===== src/rtl/saes_pkg.sv =====
// Shared S-AES definitions: nibble S-boxes, round constants, GF(2^4) multiply,
// row/column helpers and the decrypt-core state encoding.
package saes_pkg;

  localparam logic [3:0] SBOX [16] = '{
    4'h9, 4'h4, 4'hA, 4'hB, 4'hD, 4'h1, 4'h8, 4'h5,
    4'h6, 4'h2, 4'h0, 4'h3, 4'hC, 4'hE, 4'hF, 4'h7
  };

  localparam logic [3:0] INV_SBOX [16] = '{
    4'hA, 4'h5, 4'h9, 4'hB, 4'h1, 4'h7, 4'h8, 4'hF,
    4'h6, 4'h0, 4'h2, 4'h3, 4'hC, 4'h4, 4'hD, 4'hE
  };

  localparam logic [7:0] RCON1 = 8'h80;
  localparam logic [7:0] RCON2 = 8'h30;

  typedef enum logic [2:0] {
    S_IDLE,
    S_KEYX,
    S_RND1,
    S_RND2,
    S_OUT
  } state_e;

  // Shift-and-add multiply, reducing by x^4+x+1 each time the operand overflows.
  function automatic logic [3:0] gf16_mul(input logic [3:0] a, input logic [3:0] b);
    logic [3:0] p;
    logic [3:0] x;
    p = '0;
    x = a;
    for (int unsigned i = 0; i < 4; i++) begin
      if (b[i]) p = p ^ x;
      x = {x[2:0], 1'b0} ^ (x[3] ? 4'h3 : 4'h0);
    end
    return p;
  endfunction

  // SubNib(RotNib(w)) ^ rcon, the non-linear term of the key schedule.
  function automatic logic [7:0] key_g(input logic [7:0] w, input logic [7:0] rcon);
    return rcon ^ {SBOX[w[3:0]], SBOX[w[7:4]]};
  endfunction

  function automatic logic [15:0] inv_shift_rows(input logic [15:0] s);
    return {s[15:12], s[3:0], s[7:4], s[11:8]};
  endfunction

  function automatic logic [15:0] inv_mix_col(input logic [15:0] s);
    return {gf16_mul(4'h9, s[15:12]) ^ gf16_mul(4'h2, s[11:8]),
            gf16_mul(4'h2, s[15:12]) ^ gf16_mul(4'h9, s[11:8]),
            gf16_mul(4'h9, s[7:4])   ^ gf16_mul(4'h2, s[3:0]),
            gf16_mul(4'h2, s[7:4])   ^ gf16_mul(4'h9, s[3:0])};
  endfunction

endpackage


===== src/rtl/saes_inv_sbox.sv =====
// Combinational 4-bit S-AES inverse S-box, mirror of the encrypt-side S-box.
module saes_inv_sbox
  import saes_pkg::*;
(
  input  logic [3:0] nib_i,
  output logic [3:0] nib_o
);

  assign nib_o = INV_SBOX[nib_i];

endmodule


===== src/rtl/saes_decrypt_core.sv =====
// Iterative S-AES decryption core: key expansion (skippable on key reuse),
// two inverse rounds, valid/ready handshakes on both sides.
module saes_decrypt_core
  import saes_pkg::*;
#(
  parameter bit KEY_REUSE = 1'b1
) (
  input  logic        clk,
  input  logic        rst,
  input  logic        in_valid,
  output logic        in_ready,
  input  logic [15:0] ciphertext,
  input  logic [15:0] key,
  output logic        out_valid,
  input  logic        out_ready,
  output logic [15:0] plaintext,
  output logic        busy
);

  state_e state_q, state_d;

  logic [15:0] ct_q, key_q;
  logic [15:0] k0_q, k1_q, k2_q;
  logic [15:0] d_q, pt_q;
  logic        cache_valid_q, out_valid_q;
  logic        key_hit;
  logic [7:0]  w2, w3, w4, w5;
  logic [15:0] isub_in, isub_out;

  // K0 is the raw key of the last expansion, so it doubles as the cache tag.
  assign key_hit = KEY_REUSE && cache_valid_q && (key == k0_q);

  always_comb begin
    w2 = key_q[15:8] ^ key_g(key_q[7:0], RCON1);
    w3 = w2 ^ key_q[7:0];
    w4 = w2 ^ key_g(w3, RCON2);
    w5 = w4 ^ w3;
  end

  // One bank of four inverse S-boxes serves both rounds.
  assign isub_in = inv_shift_rows((state_q == S_RND1) ? (ct_q ^ k2_q) : d_q);

  for (genvar g = 0; g < 4; g++) begin : g_isbox
    saes_inv_sbox u_isbox (
      .nib_i (isub_in[4*g +: 4]),
      .nib_o (isub_out[4*g +: 4])
    );
  end

  always_ff @(posedge clk) begin
    if (rst) state_q <= S_IDLE;
    else     state_q <= state_d;
  end

  always_comb begin
    state_d = state_q;
    case (state_q)
      S_IDLE:  if (in_valid) state_d = key_hit ? S_RND1 : S_KEYX;
      S_KEYX:  state_d = S_RND1;
      S_RND1:  state_d = S_RND2;
      S_RND2:  state_d = S_OUT;
      S_OUT:   if (out_ready) state_d = S_IDLE;
      default: state_d = S_IDLE;
    endcase
  end

  always_ff @(posedge clk) begin
    if (rst) begin
      ct_q          <= '0;
      key_q         <= '0;
      k0_q          <= '0;
      k1_q          <= '0;
      k2_q          <= '0;
      d_q           <= '0;
      pt_q          <= '0;
      out_valid_q   <= 1'b0;
      cache_valid_q <= 1'b0;
    end else begin
      case (state_q)
        S_IDLE: if (in_valid) begin
          ct_q  <= ciphertext;
          key_q <= key;
        end
        S_KEYX: begin
          k0_q          <= key_q;
          k1_q          <= {w2, w3};
          k2_q          <= {w4, w5};
          cache_valid_q <= 1'b1;
        end
        S_RND1: d_q <= inv_mix_col(isub_out ^ k1_q);
        S_RND2: begin
          pt_q        <= isub_out ^ k0_q;
          out_valid_q <= 1'b1;
        end
        S_OUT: if (out_ready) out_valid_q <= 1'b0;
        default: ;
      endcase
    end
  end

  assign in_ready  = (state_q == S_IDLE);
  assign busy      = (state_q != S_IDLE);
  assign out_valid = out_valid_q;
  assign plaintext = pt_q;

endmodule


===== config.mk =====
export PLATFORM = sky130hd
export DESIGN_NAME = saes_decrypt_core
export DESIGN_NICKNAME = d
export VERILOG_FILES = /design/src/rtl/saes_pkg.sv /design/src/rtl/saes_inv_sbox.sv /design/src/rtl/saes_decrypt_core.sv
export SDC_FILE = /design/constraint.sdc
export NUM_CORES = 1
export LEC_CHECK = 0
export CORE_MARGIN = 5
export CORE_UTILIZATION = 53
export DETAILED_ROUTE_END_ITERATION = 6
export PLACE_DENSITY = 0.79
export RECOVER_POWER = 100
export SLEW_MARGIN = 20
export SYNTH_ARGS = -nofsm -noshare
export SYNTH_HDL_FRONTEND = slang
export SYNTH_SLANG_ARGS = --single-unit

===== constraint.sdc =====
create_clock -name clk -period 2.9 [get_ports clk]
set_input_delay 0.29 -clock clk [delete_from_list [all_inputs] [get_ports clk]]
set_output_delay 0.29 -clock clk [all_outputs]
set_load 0.1 [all_outputs]

==> reports/metrics.csv, run 1 <==
stage,metric,value,unit
run_status,status,"finished, violations left",
run_status,violations,"capacitance limit, slew limit",
routing,antenna_left,0,
sta,whs,0.318,ns
synth,ys_ff_latch,117,
placement,dpl.hpwl,13400,um
sta,skew,0.00769,ns
setup_path,reg2reg_depth,12,
synth,synth-seq-area-share,33.6,%
setup_path,cp_max_fo,8,
floorplanning,die_y,125,um
routing,routed_wl,20400,um
setup_path,critPathCapture,d_q[8]$_SDFFE_PP0N_,
floorplanning,die_x,125,um
routing,drc,0,
global_route,antenna_found_initial,0,
synth,yosys.area.top_type,dfxtp_1,
placement,post_dp_cell_area,0.00789,mm^2
synth,synthXorXnorAreaFrac,15.8,%
clocking,cts.sinks,117,
synth,ys.flop_type,dfxtp_1,
sta,period_share,99.1,%
routing,wl_met3,1240,um
synth,ys_warn_count,0,
global_route,grt_max_degree,70,
global_route,grt_pass1_vias,5744,
routing,top_layer,met4,
power_and_ir_drop,total_power,7420,uW
synth,synthCells,818,
synth,synth_nets,897,
sta,slew_headroom,-12.9,%
setup_path,crit_slowest_cell,dfxtp_2,
synth,synth.top_cell.area_share,33.6,%
setup_path,critPathLaunch,state_q[0]$_SDFFE_PP0P_,
clocking,root_buffer,clkbuf_16,
routing,first_iter_violations,688,
global_route,grt_pass1_wl,29900,um
sta,setup_tns,0,ns
sta,fmax,0.348,GHz
routing,via_count,6125,
setup_path,r2r_end,d_q[8]$_SDFFE_PP0N_,
floorplanning,start_util,54.5,%
placement,dp.cells,1046,
synth,synth_top_cells_by_count,"162 x nand2_1, 117 x dfxtp_1, 93 x a21oi_1",
placement,gp_congestion,0.920,
global_route,grt_overflow,0,
setup_path,crit_required,3.20,ns
floorplanning,die-area,0.0155,mm^2
sta,setup_viol,0,
clocking,cts_made_buffers,17,
synth,syn_area_per_cell,8.51,um^2
synth,yosys-top-cells-area,"dfxtp_1 34%, nand2_1 8.7%, ha_1 7.7%",
clocking,clock_latency,0.42,ns
power_and_ir_drop,vdd_ir_drop_max,505,uV
synth,synth_cell_types,59,
synth,synth_top_family_by_area,simple AND/OR/NAND/NOR gates,
routing,wl_met1,8310,um
setup_path,worstSetupPathType,reg2reg,
finish,final_cell_area,0.00884,mm^2
clocking,cts_hold_buf,0,
routing,drt-pass1-iter-count,5,
sta,slew_viol_final,33,
sta,rsz0062_at_grt,true,
routing,avgRoutedWirePerCell,18.6,um
finish,fin_cells,1098,
sta,period_needed,2.87,ns
synth,synth_edf_count,0,
synth,synth_most_common_cell,nand2_1,
synth,async_reset_ff_share,0,%
setup_path,max_stage_delay,0.33,ns
sta,final_hold_viol_count,0,
setup_path,regToRegSetupSlack,0.03,ns
finish,nFillCells,937,
finish,fin_nets,993,
clocking,clk_path_buf_depth,2,
floorplanning,rows,41,
floorplanning,io_pins,55,
setup_path,path_cells,nor3b_4 -> buf_12 -> buf_12 -> mux2i_4 -> buf_4 -> ha_1 -> mux2i_1 -> a21oi_1 -> xor2_1 -> xnor2_1 -> xnor2_1 -> a21oi_1,
routing,vias_per_cell,5.58,
finish,drive_above_1_share,18.7,%
clocking,path_clk_slew,0.06,ns
finish,syn_to_final_growth,27.0,%
setup_path,cp.arrival,3.18,ns
floorplanning,design.core.area,0.0128,mm^2
setup_path,r2r_start,state_q[0]$_SDFFE_PP0P_,
global_route,grt_use_total,24.0,%
sta,tightest_slew,1.69,ns
job,drv_cap,1,
synth,synthesis.area,0.00696,mm^2
power_and_ir_drop,power.density,839,mW/mm^2
placement,io_buffers,54,
synth,synthMuxAreaShare,7.49,%
setup_path,startpoint_type,register,
synth,synth-adder-area-share,7.73,%
synth,synthSimpleGateAreaFrac,16.4,%
clocking,cts_max_level,4,
hold_path,hold_path.class,in2reg,
routing,wl_met2,10200,um
clocking,tritoncts,built,
synth,synth_compound_area_share,14.2,%
finish,num_antenna_cells,0,
power_and_ir_drop,leakagePower,0.00357,uW
setup_path,end_kind,register,
## logic make-up after synthesis
group / Yosys count
DFF: 117
xor gates and xnor gates: 116
muxes: 42
and+or+nand+nor: 264
buffers and inverters: 77
adders and majority gates: 43
AOI/OAI and AO/OA: 159
## what timing repair did
action,4_1_cts,5_1_grt
buffers inserted,5,15
gates cloned,0,1
resized for setup,0,48
pin swaps,3,12
setup endpoints to repair,2,20
## state kept, by name, indices dropped and copies added, names as in the netlist
register	count
cache_valid_q	1
ct_q	16
d_q	16
k0_q	16
k1_q	16
k2_q	16
key_q	16
out_valid	1
plaintext	16
state_q	3
## critical path, delay by kind of cell (launching register included)
family                     cells  cell delay, ns
DFF                            1            0.33
xor gates and xnor gates       3            0.72
AOI/OAI and AO/OA              2            0.36
adders and majority gates      1            0.16
and+or+nand+nor                1            0.32
buffers and inverters          3            0.47
muxes                          2            0.39
## worst min-delay path by stage
stage                               startpoint                    endpoint  cells past startpoint
finish                                     rst        ct_q[4]$_SDFFE_PP0P_                      2
global route                               rst       k2_q[11]$_SDFFE_PP0P_                      2
CTS                                        rst       k2_q[11]$_SDFFE_PP0P_                      2
detailed placement  plaintext[15]$_SDFFE_PP0P_  plaintext[15]$_SDFFE_PP0P_                      2
global placement    plaintext[15]$_SDFFE_PP0P_  plaintext[15]$_SDFFE_PP0P_                      2
floorplan                        ciphertext[0]        ct_q[0]$_SDFFE_PP0P_                      2
## per-stage QoR
step / util, % / setup slack [ns]
final: 69.2 / 0.0271
after global routing: 69.2 / -0.109
after CTS: 66.9 / 0.00597
after detailed placement: 61.8 / 0.00593
after global placement: 61.8 / 0.0785
after floorplan: - / 0.0121
## cell type report
type                    instances  area (um^2)  share of cell area, %
multi-input cells             624         4550                   51.4
flip-flops and latches        117         2350                   26.5
repair buffers                125         1000                   11.3
clock buffers                  19          443                   5.01
well taps                     172          215                   2.43
clock inverters                12          178                   2.01
inverters                      29          111                   1.26
## power by group
part	total, uW	internal [uW]	switching (uW)
Sequential	1980	1790	189
Clock	2240	1450	785
Combinational	3200	1430	1770
Total	7420	4670	2750
## layout by cell type (no fill, tap or decap), drive strengths merged, types with 7 or more instances in the layout
| master | instances |
|---|---|
| nand2 | 162 |
| dfxtp | 117 |
| a21oi | 93 |
| buf | 71 |
| xnor2 | 63 |
| xor2 | 49 |
| nor2 | 44 |
| ha | 43 |
| clkbuf | 39 |
| clkdlybuf4s50 | 34 |
| mux2i | 32 |
| inv | 30 |
| a211oi | 24 |
| o21ai | 17 |
| nor3 | 15 |
| mux2 | 7 |
## metal layers
metal | track usage (%) | up-vias
li1 | - | 2944
met1 | 30.1 | 2901
met2 | 39.7 | 230
met3 | 5.70 | 50
met4 | 9.35 | 0
met5 | 0 | -
(Power assumes the default switching activity.)
==> run 2: changes to the inputs <==
Settings changed: CORE_UTILIZATION 53 to 49, DONT_BUFFER_PORTS from default to 1, PLACE_DENSITY 0.79 to 0.69.
==> reports/metrics.csv, run 2 (synthesis gave the netlist of run 1 again) <==
stage,metric,value,unit,change
sta,period_share,95.9,%,was 99.1%
clocking,cts_made_buffers,17,,unchanged
global_route,antenna_found_initial,0,,unchanged
floorplanning,design.core.area,0.0139,mm^2,was 0.0128 mm^2
run_status,status,completed,,"was finished, violations left"
finish,final_cell_mix,"162 x nand2_1, 116 x dfxtp_1, 91 x a21oi_1, 58 x buf_4, 57 x xnor2_1",,"was 162 x nand2_1, 114 x dfxtp_1, 89 x a21oi_1, 68 x buf_4, 49 x xnor2_1"
setup_path,crit_required,3.24,ns,was 3.20 ns
sta,setup_viol,0,,unchanged
global_route,grt_pass1_wl,27900,um,was 29900 um
setup_path,cp.arrival,3.12,ns,was 3.18 ns
power_and_ir_drop,power.density,829,mW/mm^2,was 839 mW/mm^2
clocking,tritoncts,built,,unchanged
sta,tightest_slew,1.21,ns,was 1.69 ns
setup_path,end_kind,register,,unchanged
global_route,grt_pass1_vias,5231,,was 5744
clocking,clk_path_buf_depth,2,,unchanged
sta,setup_tns,0,ns,unchanged
routing,routed_wl,18200,um,was 20400 um
clocking,root_buffer,clkbuf_16,,unchanged
routing,drt-pass1-iter-count,5,,unchanged
placement,io_buffers,0,,was 54
placement,gp_congestion,0.860,,was 0.920
setup_path,cp_max_fo,13,,was 8
sta,skew,0.00987,ns,was 0.00769 ns
routing,avgRoutedWirePerCell,17.3,um,was 18.6 um
global_route,grt_overflow,0,,unchanged
floorplanning,die_y,129,um,was 125 um
routing,vias_per_cell,5.38,,was 5.58
clocking,path_clk_slew,0.05,ns,was 0.06 ns
routing,via_count,5656,,was 6125
job,drv_cap,0,,was 1
sta,rsz0062_at_grt,true,,unchanged
placement,dp.cells,1006,,was 1046
routing,drc,0,,unchanged
power_and_ir_drop,vdd_ir_drop_max,492,uV,was 505 uV
floorplanning,start_util,50.0,%,was 54.5%
routing,antenna_left,0,,unchanged
finish,fin_cells,1052,,was 1098
sta,fmax,0.360,GHz,was 0.348 GHz
clocking,cts.sinks,117,,unchanged
floorplanning,die-area,0.0167,mm^2,was 0.0155 mm^2
floorplanning,die_x,129,um,was 125 um
hold_path,hold_depth,2,,unchanged
clocking,cts_max_level,4,,unchanged
sta,period_needed,2.78,ns,was 2.87 ns
global_route,grt_use_total,21.8,%,was 24.0%
power_and_ir_drop,leakagePower,0.00333,uW,was 0.00357 uW
power_and_ir_drop,total_power,6760,uW,was 7420 uW
floorplanning,rows,43,,was 41
setup_path,startpoint_type,register,,unchanged
finish,num_antenna_cells,0,,unchanged
routing,first_iter_violations,526,,was 688
sta,slew_headroom,18.5,%,was -12.9%
finish,final_common_cell,nand2_1,,unchanged
placement,dpl.hpwl,12900,um,was 13400 um
finish,nFillCells,1277,,was 937
clocking,clock_latency,0.41,ns,was 0.42 ns
hold_path,hold_path.class,in2reg,,unchanged
finish,drive_above_1_share,15.6,%,was 18.7%
sta,final_hold_viol_count,0,,unchanged
global_route,grt_max_degree,103,,was 70
finish,syn_to_final_growth,17.2,%,was 27.0%
setup_path,worstSetupPathType,reg2reg,,unchanged
sta,slew_viol_final,0,,was 33
setup_path,reg2reg_depth,11,,was 12
finish,fin_nets,942,,was 993
floorplanning,io_pins,55,,unchanged
-- run 2: changes by cell type in the layout (fill, tap and decap cells not counted), sizes merged --
cell	before	now
buf	71	60
bufinv	4	2
clkbuf	39	36
clkdlybuf4s50	34	0
clkinvlp	4	0
dlygate4sd3	0	1
inv	30	29
-- run 2: final cells by class --
class	instances	area (um^2)	area share, %
Sequential cell	117	2340	28.7
Clock buffer	23	488	5.98
Timing Repair Buffer	74	546	6.69
Clock inverter	5	75.1	0.920
Multi-Input combinational cell	624	4370	53.6
Inverter	29	111	1.37
Tap cell	180	225	2.76
-- run 2: critical path: stages, from the launching register on --
cell,delay [ns]
dfxtp_1,0.33
nor3b_4,0.23
buf_12,0.17
mux2_2,0.40
inv_2,0.11
ha_1,0.17
inv_1,0.05
mux4_2,0.51
buf_4,0.16
xor2_1,0.32
nand2_1,0.10
a21oi_1,0.15
-- run 2: metrics by stage --
step	setup WS, ns	hold WS (ns)	instance area [um^2]	util, %
4_1_cts	0.00648	0.000447	8040	57.7
5_1_grt	-0.0343	0.0000220	8160	58.5
2_1_floorplan	0.0121	0.426	6990	-
3_3_place_gp	0.109	0.370	7440	53.4
3_5_place_dp	0.0765	0.373	7440	53.4
6_report	0.120	0.0124	8160	58.5
-- run 2: worst paths after layout --
kind	slack, ns	end	startpoint
worst max-delay path	0.12	plaintext[12]$_SDFFE_PP0P_	state_q[2]$_SDFFE_PP0P_
worst min-delay path	0.01	key_q[6]$_SDFFE_PP0P_	key[6]
worst max register to register	0.12	plaintext[12]$_SDFFE_PP0P_	state_q[2]$_SDFFE_PP0P_
worst min register to register	0.46	k2_q[13]$_SDFFE_PP0P_	k2_q[13]$_SDFFE_PP0P_
-- run 2: layer usage --
metal / vias up / global-route usage, % / part of all wire [%]
met5: - / 0 / 0
met4: 0 / 5.50 / 1.3
met3: 15 / 5.15 / 4.8
met2: 137 / 34.4 / 47
met1: 2671 / 30.4 / 47
li1: 2833 / - / -
-- run 2: repair_timing --
item / 4_1_cts / 5_1_grt
hold buffers: 2 / 0
setup buffers: 0 / 16
setup endpoints to repair: 0 / 14
resized for setup: 0 / 15
hold endpoints to repair: 102 / 0
-- run 2: where the power goes --
group | internal, uW | total [uW] | switching, uW
sequential | 1790 | 2000 | 208
clock | 1330 | 2030 | 697
combinational | 1220 | 2740 | 1520
==> run 3: changes to the inputs <==
Settings changed: CORE_MARGIN 5 to 3.
==> reports/metrics.csv, run 3 (synthesis gave the netlist of run 1 again) <==
stage,metric,value,unit,change
setup_path,end_kind,register,,unchanged
clocking,clk_path_buf_depth,2,,unchanged
routing,first_iter_violations,424,,was 526
finish,final_common_cell,nand2_1,,unchanged
placement,gp_congestion,0.872,,was 0.860
finish,drive_above_1_share,16.8,%,was 15.6%
sta,rsz0062_at_grt,true,,unchanged
clocking,clock_latency,0.43,ns,was 0.41 ns
clocking,cts_made_buffers,17,,unchanged
setup_path,startpoint_type,register,,unchanged
setup_path,cp_max_fo,9,,was 13
power_and_ir_drop,total_power,7120,uW,was 6760 uW
setup_path,max_stage_delay,0.46,ns,was 0.51 ns
clocking,cts_max_level,4,,unchanged
finish,syn_to_final_growth,22.8,%,was 17.2%
sta,setup_tns,0,ns,unchanged
job,drv_cap,0,,unchanged
routing,routed_wl,19100,um,was 18200 um
setup_path,reg2reg_depth,10,,was 11
global_route,grt_use_total,24.0,%,was 21.8%
setup_path,path_cells,nor3b_4 -> buf_12 -> mux2_2 -> ha_1 -> a21oi_1 -> a2bb2oi_1 -> o22ai_2 -> xor2_2 -> or4b_1 -> o31ai_1,,was nor3b_4 -> buf_12 -> mux2_2 -> inv_2 -> ha_1 -> inv_1 -> mux4_2 -> buf_4 -> xor2_1 -> nand2_1 -> a21oi_1
clocking,cts.sinks,117,,unchanged
floorplanning,die_x,125,um,was 129 um
global_route,grt_overflow,0,,unchanged
clocking,path_clk_slew,0.05,ns,about the same
sta,period_needed,2.84,ns,was 2.78 ns
routing,antenna_left,0,,unchanged
sta,final_hold_viol_count,0,,unchanged
hold_path,hold_path.class,in2reg,,unchanged
sta,tightest_slew,1.22,ns,was 1.21 ns
run_status,status,completed,,unchanged
setup_path,cp.arrival,3.18,ns,was 3.12 ns
sta,fmax,0.352,GHz,was 0.360 GHz
power_and_ir_drop,vdd_ir_drop_max,492,uV,about the same
clocking,tritoncts,built,,unchanged
finish,fin_nets,961,,was 942
sta,setup_viol,0,,unchanged
floorplanning,die-area,0.0157,mm^2,was 0.0167 mm^2
sta,slew_viol_final,0,,unchanged
routing,vias_per_cell,5.49,,was 5.38
setup_path,crit_required,3.24,ns,about the same
sta,slew_headroom,18.3,%,was 18.5%
global_route,grt_pass1_vias,5716,,was 5231
placement,dpl.hpwl,13400,um,was 12900 um
finish,nFillCells,1155,,was 1277
sta,skew,0.00623,ns,was 0.00987 ns
floorplanning,start_util,51.4,%,was 50.0%
global_route,antenna_found_initial,0,,unchanged
power_and_ir_drop,leakagePower,0.00346,uW,was 0.00333 uW
finish,fin_cells,1070,,was 1052
routing,avgRoutedWirePerCell,17.8,um,was 17.3 um
placement,io_buffers,0,,unchanged
hold_path,hold_depth,2,,unchanged
setup_path,worstSetupPathType,reg2reg,,unchanged
floorplanning,rows,42,,was 43
sta,period_share,97.9,%,was 95.9%
global_route,grt_pass1_wl,29700,um,was 27900 um
routing,drt-pass1-iter-count,5,,unchanged
finish,num_antenna_cells,0,,unchanged
floorplanning,io_pins,55,,unchanged
placement,dp.cells,998,,was 1006
floorplanning,design.core.area,0.0136,mm^2,was 0.0139 mm^2
clocking,root_buffer,clkbuf_16,,unchanged
routing,drc,0,,unchanged
setup_path,crit_slowest_cell,or4b_1,,was mux4_2
power_and_ir_drop,power.density,832,mW/mm^2,was 829 mW/mm^2
global_route,grt_max_degree,103,,unchanged
floorplanning,die_y,125,um,was 129 um
routing,via_count,5870,,was 5656
finish,final_cell_mix,"162 x nand2_1, 115 x dfxtp_1, 92 x a21oi_1, 52 x xnor2_1, 51 x buf_4",,"was 162 x nand2_1, 116 x dfxtp_1, 91 x a21oi_1, 58 x buf_4, 57 x xnor2_1"
-- run 3: changes by cell type in the layout (fill, tap and decap cells not counted), moves of 2 or more --
cell	previous run	this run
buf_4	58	51
bufinv_16	2	4
clkbuf_8	4	1
clkinv_4	0	2
clkinvlp_4	0	3
dlygate4sd3_1	1	25
inv_1	25	22
inv_2	3	7
mux2i_1	23	21
xnor2_1	57	52
xnor2_2	5	9
xor2_1	48	45
xor2_2	1	4
-- run 3: worst max-delay path: cells and delay by family (launching register included) --
family	cells	cell delay [ns]
mux	1	0.40
simple gates	2	0.71
fa+ha+maj	1	0.24
compound gates	4	0.61
flops	1	0.33
buf+inv	1	0.17
xor+xnor	1	0.28
-- run 3: per-stage QoR --
step / worst slack (ns) / utilization, % / hold slack (ns) / area (um^2)
after floorplan: 0.0121 / - / 0.426 / 6990
final: 0.0602 / 63.1 / 0.0104 / 8550
after CTS: 0.0133 / 61.5 / 0.00162 / 8340
after global routing: -0.0778 / 63.1 / 0.0140 / 8550
after global placement: -0.0211 / 54.6 / 0.371 / 7410
after detailed placement: -0.0984 / 54.6 / 0.371 / 7410
-- run 3: area by class of cell --
cell class	count	area [um^2]	area share [%]
inverter	29	109	1.27
clock buffer	19	443	5.18
multi-input combinational	624	4490	52.5
sequential	117	2350	27.4
tap	176	220	2.57
clock inverter	12	179	2.09
timing repair buffer	93	762	8.91
-- run 3: worst paths after layout --
path	endpoint	slack (ns)	from
setup reg to reg	d_q[13]$_SDFFE_PP0N_	0.06	state_q[0]$_SDFFE_PP0P_
setup / recovery	d_q[13]$_SDFFE_PP0N_	0.06	state_q[0]$_SDFFE_PP0P_
hold / removal	ct_q[4]$_SDFFE_PP0P_	0.01	ciphertext[4]
hold reg to reg	cache_valid_q$_SDFFE_PP0P_	0.47	cache_valid_q$_SDFFE_PP0P_
-- run 3: where the power goes --
group | leakage [uW] | switching [uW] | internal, uW | total, uW
Combinational | 0.00221 | 1620 | 1280 | 2910
Sequential | 0.000955 | 204 | 1790 | 1990
Clock | 0.000295 | 765 | 1450 | 2220
-- run 3: what timing repair did --
action,in CTS,in global routing
pin swaps,1,8
setup endpoints to repair,6,17
hold endpoints to repair,102,0
gates cloned,0,1
hold buffers,26,0
buffers inserted,1,13
gates resized for setup,6,28
-- run 3: routing by layer --
metal  vias to the layer above  global-route usage, %  part of all wire, %
li1                       2869                      -                    -
met1                      2782                   30.2                   42
met2                       178                   38.9                   49
met3                        41                   6.61                  6.0
met4                         0                   9.82                  3.2
met5                         -                      0                    0
